==> config.mk <==
export PLATFORM = sky130hd
export DESIGN_NAME = serial_sub_nbit_flat
export DESIGN_NICKNAME = d
export VERILOG_FILES = /design/src/rtl/serial_sub_nbit_if.sv /design/src/rtl/serial_sub_nbit.sv /design/src/flat_wrapper.sv
export SDC_FILE = /design/constraint.sdc
export NUM_CORES = 1
export LEC_CHECK = 0
export CAP_MARGIN = 40
export CORE_MARGIN = 3
export CORE_UTILIZATION = 58
export CTS_BUF_LIST = sky130_fd_sc_hd__clkbuf_8
export DETAILED_ROUTE_END_ITERATION = 16
export PLACE_DENSITY = 0.93
export SYNTH_ARGS = -nofsm -noshare
export SYNTH_HDL_FRONTEND = slang
export SYNTH_SLANG_ARGS = --single-unit
==> constraint.sdc <==
create_clock -name clk -period 2.72 [get_ports clk]
set_input_delay 0.544 -clock clk [delete_from_list [all_inputs] [get_ports clk]]
set_output_delay 0.544 -clock clk [all_outputs]
set_load 0.01 [all_outputs]
==> src/rtl/serial_sub_nbit_if.sv <==
// Operand/result handshake bundle for the bit-serial subtractor.
// master = operand producer / result consumer side, slave = subtractor side.
interface serial_sub_nbit_if #(
    parameter int unsigned WIDTH = 8
);
    logic             in_valid;
    logic             in_ready;
    logic [WIDTH-1:0] A;
    logic [WIDTH-1:0] B;
    logic             Bin;
    logic             out_valid;
    logic             out_ready;
    logic [WIDTH-1:0] Diff;
    logic             Bout;
    logic             Ovf;

    modport master (
        output in_valid, A, B, Bin, out_ready,
        input  in_ready, out_valid, Diff, Bout, Ovf
    );

    modport slave (
        input  in_valid, A, B, Bin, out_ready,
        output in_ready, out_valid, Diff, Bout, Ovf
    );
endinterface

==> src/rtl/serial_sub_nbit.sv <==
// Bit-serial subtractor: Diff = A - B - Bin, one full-subtractor step per clock,
// LSB first, with valid/ready handshakes on operand and result sides.
module serial_sub_nbit #(
    parameter int unsigned WIDTH = 8
) (
    input  logic              clk,
    input  logic              rst_n,
    serial_sub_nbit_if.slave  bus
);
    localparam int unsigned CNT_W = $clog2(WIDTH) + 1;

    typedef enum logic [1:0] {
        ST_IDLE  = 2'd0,
        ST_SHIFT = 2'd1,
        ST_DONE  = 2'd2
    } state_e;

    state_e             state_q, state_d;
    logic [WIDTH-1:0]   a_q, a_d;
    logic [WIDTH-1:0]   b_q, b_d;
    logic [WIDTH-1:0]   res_q, res_d;
    logic               br_q, br_d;
    logic               br_msb_q, br_msb_d;
    logic [CNT_W-1:0]   cnt_q, cnt_d;
    logic [WIDTH-1:0]   diff_q, diff_d;
    logic               bout_q, bout_d;
    logic               ovf_q, ovf_d;
    logic               out_valid_q, out_valid_d;
    logic               d_bit;
    logic               br_next;

    // One full-subtractor cell on the current LSBs
    always_comb begin
        d_bit   = a_q[0] ^ b_q[0] ^ br_q;
        br_next = (~a_q[0] & b_q[0]) | (~(a_q[0] ^ b_q[0]) & br_q);
    end

    // Next-state and datapath update
    always_comb begin
        state_d     = state_q;
        a_d         = a_q;
        b_d         = b_q;
        res_d       = res_q;
        br_d        = br_q;
        br_msb_d    = br_msb_q;
        cnt_d       = cnt_q;
        diff_d      = diff_q;
        bout_d      = bout_q;
        ovf_d       = ovf_q;
        out_valid_d = out_valid_q;

        case (state_q)
            ST_IDLE: begin
                if (bus.in_valid) begin
                    a_d     = bus.A;
                    b_d     = bus.B;
                    br_d    = bus.Bin;
                    cnt_d   = '0;
                    state_d = ST_SHIFT;
                end
            end
            ST_SHIFT: begin
                // cnt == WIDTH means every bit is done; publish result on DONE entry
                if (cnt_q == CNT_W'(WIDTH)) begin
                    diff_d      = res_q;
                    bout_d      = br_q;
                    ovf_d       = br_msb_q ^ br_q;
                    out_valid_d = 1'b1;
                    state_d     = ST_DONE;
                end else begin
                    res_d = {d_bit, res_q[WIDTH-1:1]};
                    a_d   = a_q >> 1;
                    b_d   = b_q >> 1;
                    br_d  = br_next;
                    cnt_d = cnt_q + CNT_W'(1);
                    if (cnt_q == CNT_W'(WIDTH - 1)) begin
                        br_msb_d = br_q;
                    end
                end
            end
            ST_DONE: begin
                if (bus.out_ready) begin
                    out_valid_d = 1'b0;
                    state_d     = ST_IDLE;
                end
            end
            default: begin
                out_valid_d = 1'b0;
                state_d     = ST_IDLE;
            end
        endcase
    end

    always_ff @(posedge clk) begin
        if (!rst_n) begin
            state_q     <= ST_IDLE;
            a_q         <= '0;
            b_q         <= '0;
            res_q       <= '0;
            br_q        <= 1'b0;
            br_msb_q    <= 1'b0;
            cnt_q       <= '0;
            diff_q      <= '0;
            bout_q      <= 1'b0;
            ovf_q       <= 1'b0;
            out_valid_q <= 1'b0;
        end else begin
            state_q     <= state_d;
            a_q         <= a_d;
            b_q         <= b_d;
            res_q       <= res_d;
            br_q        <= br_d;
            br_msb_q    <= br_msb_d;
            cnt_q       <= cnt_d;
            diff_q      <= diff_d;
            bout_q      <= bout_d;
            ovf_q       <= ovf_d;
            out_valid_q <= out_valid_d;
        end
    end

    assign bus.in_ready  = (state_q == ST_IDLE);
    assign bus.out_valid = out_valid_q;
    assign bus.Diff      = diff_q;
    assign bus.Bout      = bout_q;
    assign bus.Ovf       = ovf_q;
endmodule

==> src/flat_wrapper.sv <==
// flat-port wrapper written by rule: the top's interface ports become plain ports
module serial_sub_nbit_flat 
#(
    parameter int unsigned WIDTH = 8
)
  (clk, rst_n, bus_in_valid, bus_A, bus_B, bus_Bin, bus_out_ready, bus_in_ready, bus_out_valid, bus_Diff, bus_Bout, bus_Ovf);
  serial_sub_nbit_if #(.WIDTH(WIDTH)) bus_i ();
  input  logic clk;
  input  logic rst_n;
  input wire logic [$bits(bus_i.in_valid)-1:0] bus_in_valid;
  input wire logic [$bits(bus_i.A)-1:0] bus_A;
  input wire logic [$bits(bus_i.B)-1:0] bus_B;
  input wire logic [$bits(bus_i.Bin)-1:0] bus_Bin;
  input wire logic [$bits(bus_i.out_ready)-1:0] bus_out_ready;
  output wire logic [$bits(bus_i.in_ready)-1:0] bus_in_ready;
  output wire logic [$bits(bus_i.out_valid)-1:0] bus_out_valid;
  output wire logic [$bits(bus_i.Diff)-1:0] bus_Diff;
  output wire logic [$bits(bus_i.Bout)-1:0] bus_Bout;
  output wire logic [$bits(bus_i.Ovf)-1:0] bus_Ovf;
  assign bus_i.in_valid = bus_in_valid;
  assign bus_i.A = bus_A;
  assign bus_i.B = bus_B;
  assign bus_i.Bin = bus_Bin;
  assign bus_i.out_ready = bus_out_ready;
  assign bus_in_ready = bus_i.in_ready;
  assign bus_out_valid = bus_i.out_valid;
  assign bus_Diff = bus_i.Diff;
  assign bus_Bout = bus_i.Bout;
  assign bus_Ovf = bus_i.Ovf;
  serial_sub_nbit #(.WIDTH(WIDTH)) u_core (.clk(clk), .rst_n(rst_n), .bus(bus_i));
endmodule
==> metrics <==
htree depth=2; met1 usage=0.2423; Cell Rows=20; root buffer cell=clkbuf_8; top post-synthesis cells by count=43 x dfxtp_1, 39 x a21oi_1, 30 x nand2_1; CP Capture Type=primary output; post-synthesis cell area=1942 um2; Reg clk slew, reported paths=0.08 ns; Most Used Layer, Global Route=met2; Post-route DRC=0; Die ar.=4078 um2; number of routed nets with antenna violations=0; total track usage=0.2163; Slew @ Worst Pin=0.6760 ns; P&R area growth vs syn=20.55%; met2 Use GR=0.3832; syn nets=251; Worst Skew=0.007043 ns; arrival time worst endpoint=1.50 ns; hold_ws=0.4752 ns; port bufs=32; Max Cap Viol=0; CP Class=flip-flop to primary output; CTS tree=built; Die W=63.86 um; number of synthesized register bits=43; Comb pwr share=0.127; vias in the first global route=1616; Sw Pwr=0.3430 mW; Final Cycle Share=0.7522; GPL Wtd Cong=0.7424; outcome=completed; P_int=1.108 mW; GR Overflow Total=0; NumNets Final=271; required time of the worst setup path=2.18 ns; M3 GR Usage=0.04394; post-DP HPWL=2521 um; final hold violation count=0; Slew headroom=0.5480; top-area cell type share of the netlist area=0.4433; pwr/cell area=620.0 nW/um2; peak supply drop=0.4555 mV; antenna violations before repair=0; drt total wl=4138 um; Final setup viols=0; vias per inst=5.962; Synth cell types=36; clock buffer depth=2; Tightest Hold Check Type=flip-flop to flip-flop; Sequential Power Share=0.476; synth warn=0; CTS Hold Bufs=0; clock share of power=0.397; Layout fillers=248; Post-synth EDFFs=0; Worst-Skew Late Latency=0.30 ns; share of layout cells above drive strength 1=0.06452; Synth area leader=dfxtp_1; Final Slew Violations=0; CORE AREA=3128 um2; DR pass1 iterations=4; Area contributors post-synth=dfxtp_1 44%, a21oi_1 10%, a311oi_1 7.2%; peak fanout along the critical path=9; clock tree sinks=43; starting density of the core=0.6208; Final Core Density=0.7484; cell count after placement=284; non-filler cells, final=292; P_leak=0.8018 nW; largest net degree at the start of global routing=41; R2R Setup Slk=1.00 ns; antenna cell count=0; post-DR wirelength/cell=14.17 um; Die Height=63.86 um; I/O pins=33; switching share of power=0.2363; crit start category=flip-flop; post-CTS sizing=0; top_reg_cell synth=dfxtp_1; routed via count=1741; CTS Buf Count=5; ys async rst share=0; syn avg cell area=8.554 um2; post-CTS setup buffers=0; most common cell in the netlist=dfxtp_1; unrepaired setup endpoints after global routing=false; shortest period the worst path allows=2.046 ns; Mapped Cells=227; DRT iter0 DRCs=143; setup_tns=0 ns; first-pass GRT wire length=7038 um; Seq/Total Area, Yosys=0.4433; Fmax=0.4888 GHz
## worst max-delay path, cell delays in order, from the launching register on
cell and delay, ns:
dfxtp_1 0.43, nor2_1 0.21, clkdlybuf4s50_1 0.57
## per-stage QoR
step | setup slack (ns) | power, mW | cell area, um2
6_report | 0.6740 | 1.451 | 2341
5_1_grt | 0.5956 | 1.510 | 2341
4_1_cts | 0.6696 | 1.459 | 2341
3_5_place_dp | 0.7303 | 0.8839 | 2208
3_3_place_gp | 0.7529 | 0.8802 | 2208
2_1_floorplan | 1.291 | 0.8397 | 1942
## power by group through the flow
stage	sequential, mW	clock [mW]	combinational, mW
6_report	0.690	0.576	0.185
5_1_grt	0.694	0.610	0.206
4_1_cts	0.689	0.584	0.185
3_5_place_dp	0.703	0	0.181
3_3_place_gp	0.702	0	0.178
2_1_floorplan	0.694	0	0.146
## routing by layer
layer | share of wire | vias to the layer above
met1 | 0.42 | 823
met3 | 0.046 | 8
met2 | 0.51 | 45
li1 | - | 865
met4 | 0.016 | 0
met5 | 0 | -
## area by class of cell
type                       instances  area (um2)  area share
tap                               44       55.05     0.02352
multi-input combinational        158       925.9      0.3955
clock buffer                       5       68.82     0.02940
sequential                        43       860.8      0.3677
timing repair buffer              34       347.8      0.1486
clock inverter                     3       63.81     0.02726
inverter                           5       18.77    0.008017
## state kept, by name, summed over array words and instances (netlist names), 2 cells and up
signal           flops
u_core.res_q         8
u_core.bus.Diff      8
u_core.b_q           8
u_core.state_q       2
u_core.cnt_q         4
u_core.a_q           8
## cells by family (layout without fill, tap and decap cells)
logic type | Yosys count | after routing | share of synthesized area
AO/OA/AOI/OAI | 86 | 86 | 0.2700
XOR/XNOR | 1 | 1 | 0.004511
adder cells (fa/ha/maj) | 3 | 3 | 0.02319
buffers and inverters | 26 | 47 | 0.07990
flip-flops | 43 | 43 | 0.4433
AND/OR/NAND/NOR | 68 | 68 | 0.1791
## cell usage in the layout (no fill, tap or decap), drive strengths merged, types with 2 or more instances in the layout
cell           netlist  routed
a311oi              16      16
nand2b               2       2
nor3                 3       3
buf                 16       2
bufinv               0       2
nand3b               2       2
a21oi               39      39
nand3               20      20
clkbuf               5       5
nand2               30      30
ha                   2       2
o21ai               21      21
dfxtp               43      43
inv                  5       6
clkdlybuf4s50        0      32
a211oi               2       2
nor2                 4       4
## final timing paths
check / cells past startpoint / end / from
worst max-delay path: 2 / bus_in_ready / u_core.state_q[0]$_SDFFE_PN0P_
worst min-delay path: 2 / u_core.bus.Diff[1]$_SDFFE_PN0P_ / u_core.bus.Diff[1]$_SDFFE_PN0P_
worst min register to register: 2 / u_core.bus.Diff[1]$_SDFFE_PN0P_ / u_core.bus.Diff[1]$_SDFFE_PN0P_
worst max register to register: 5 / u_core.cnt_q[2]$_SDFFE_PN0P_ / u_core.cnt_q[0]$_SDFFE_PN0P_
(Power assumes the default switching activity.)
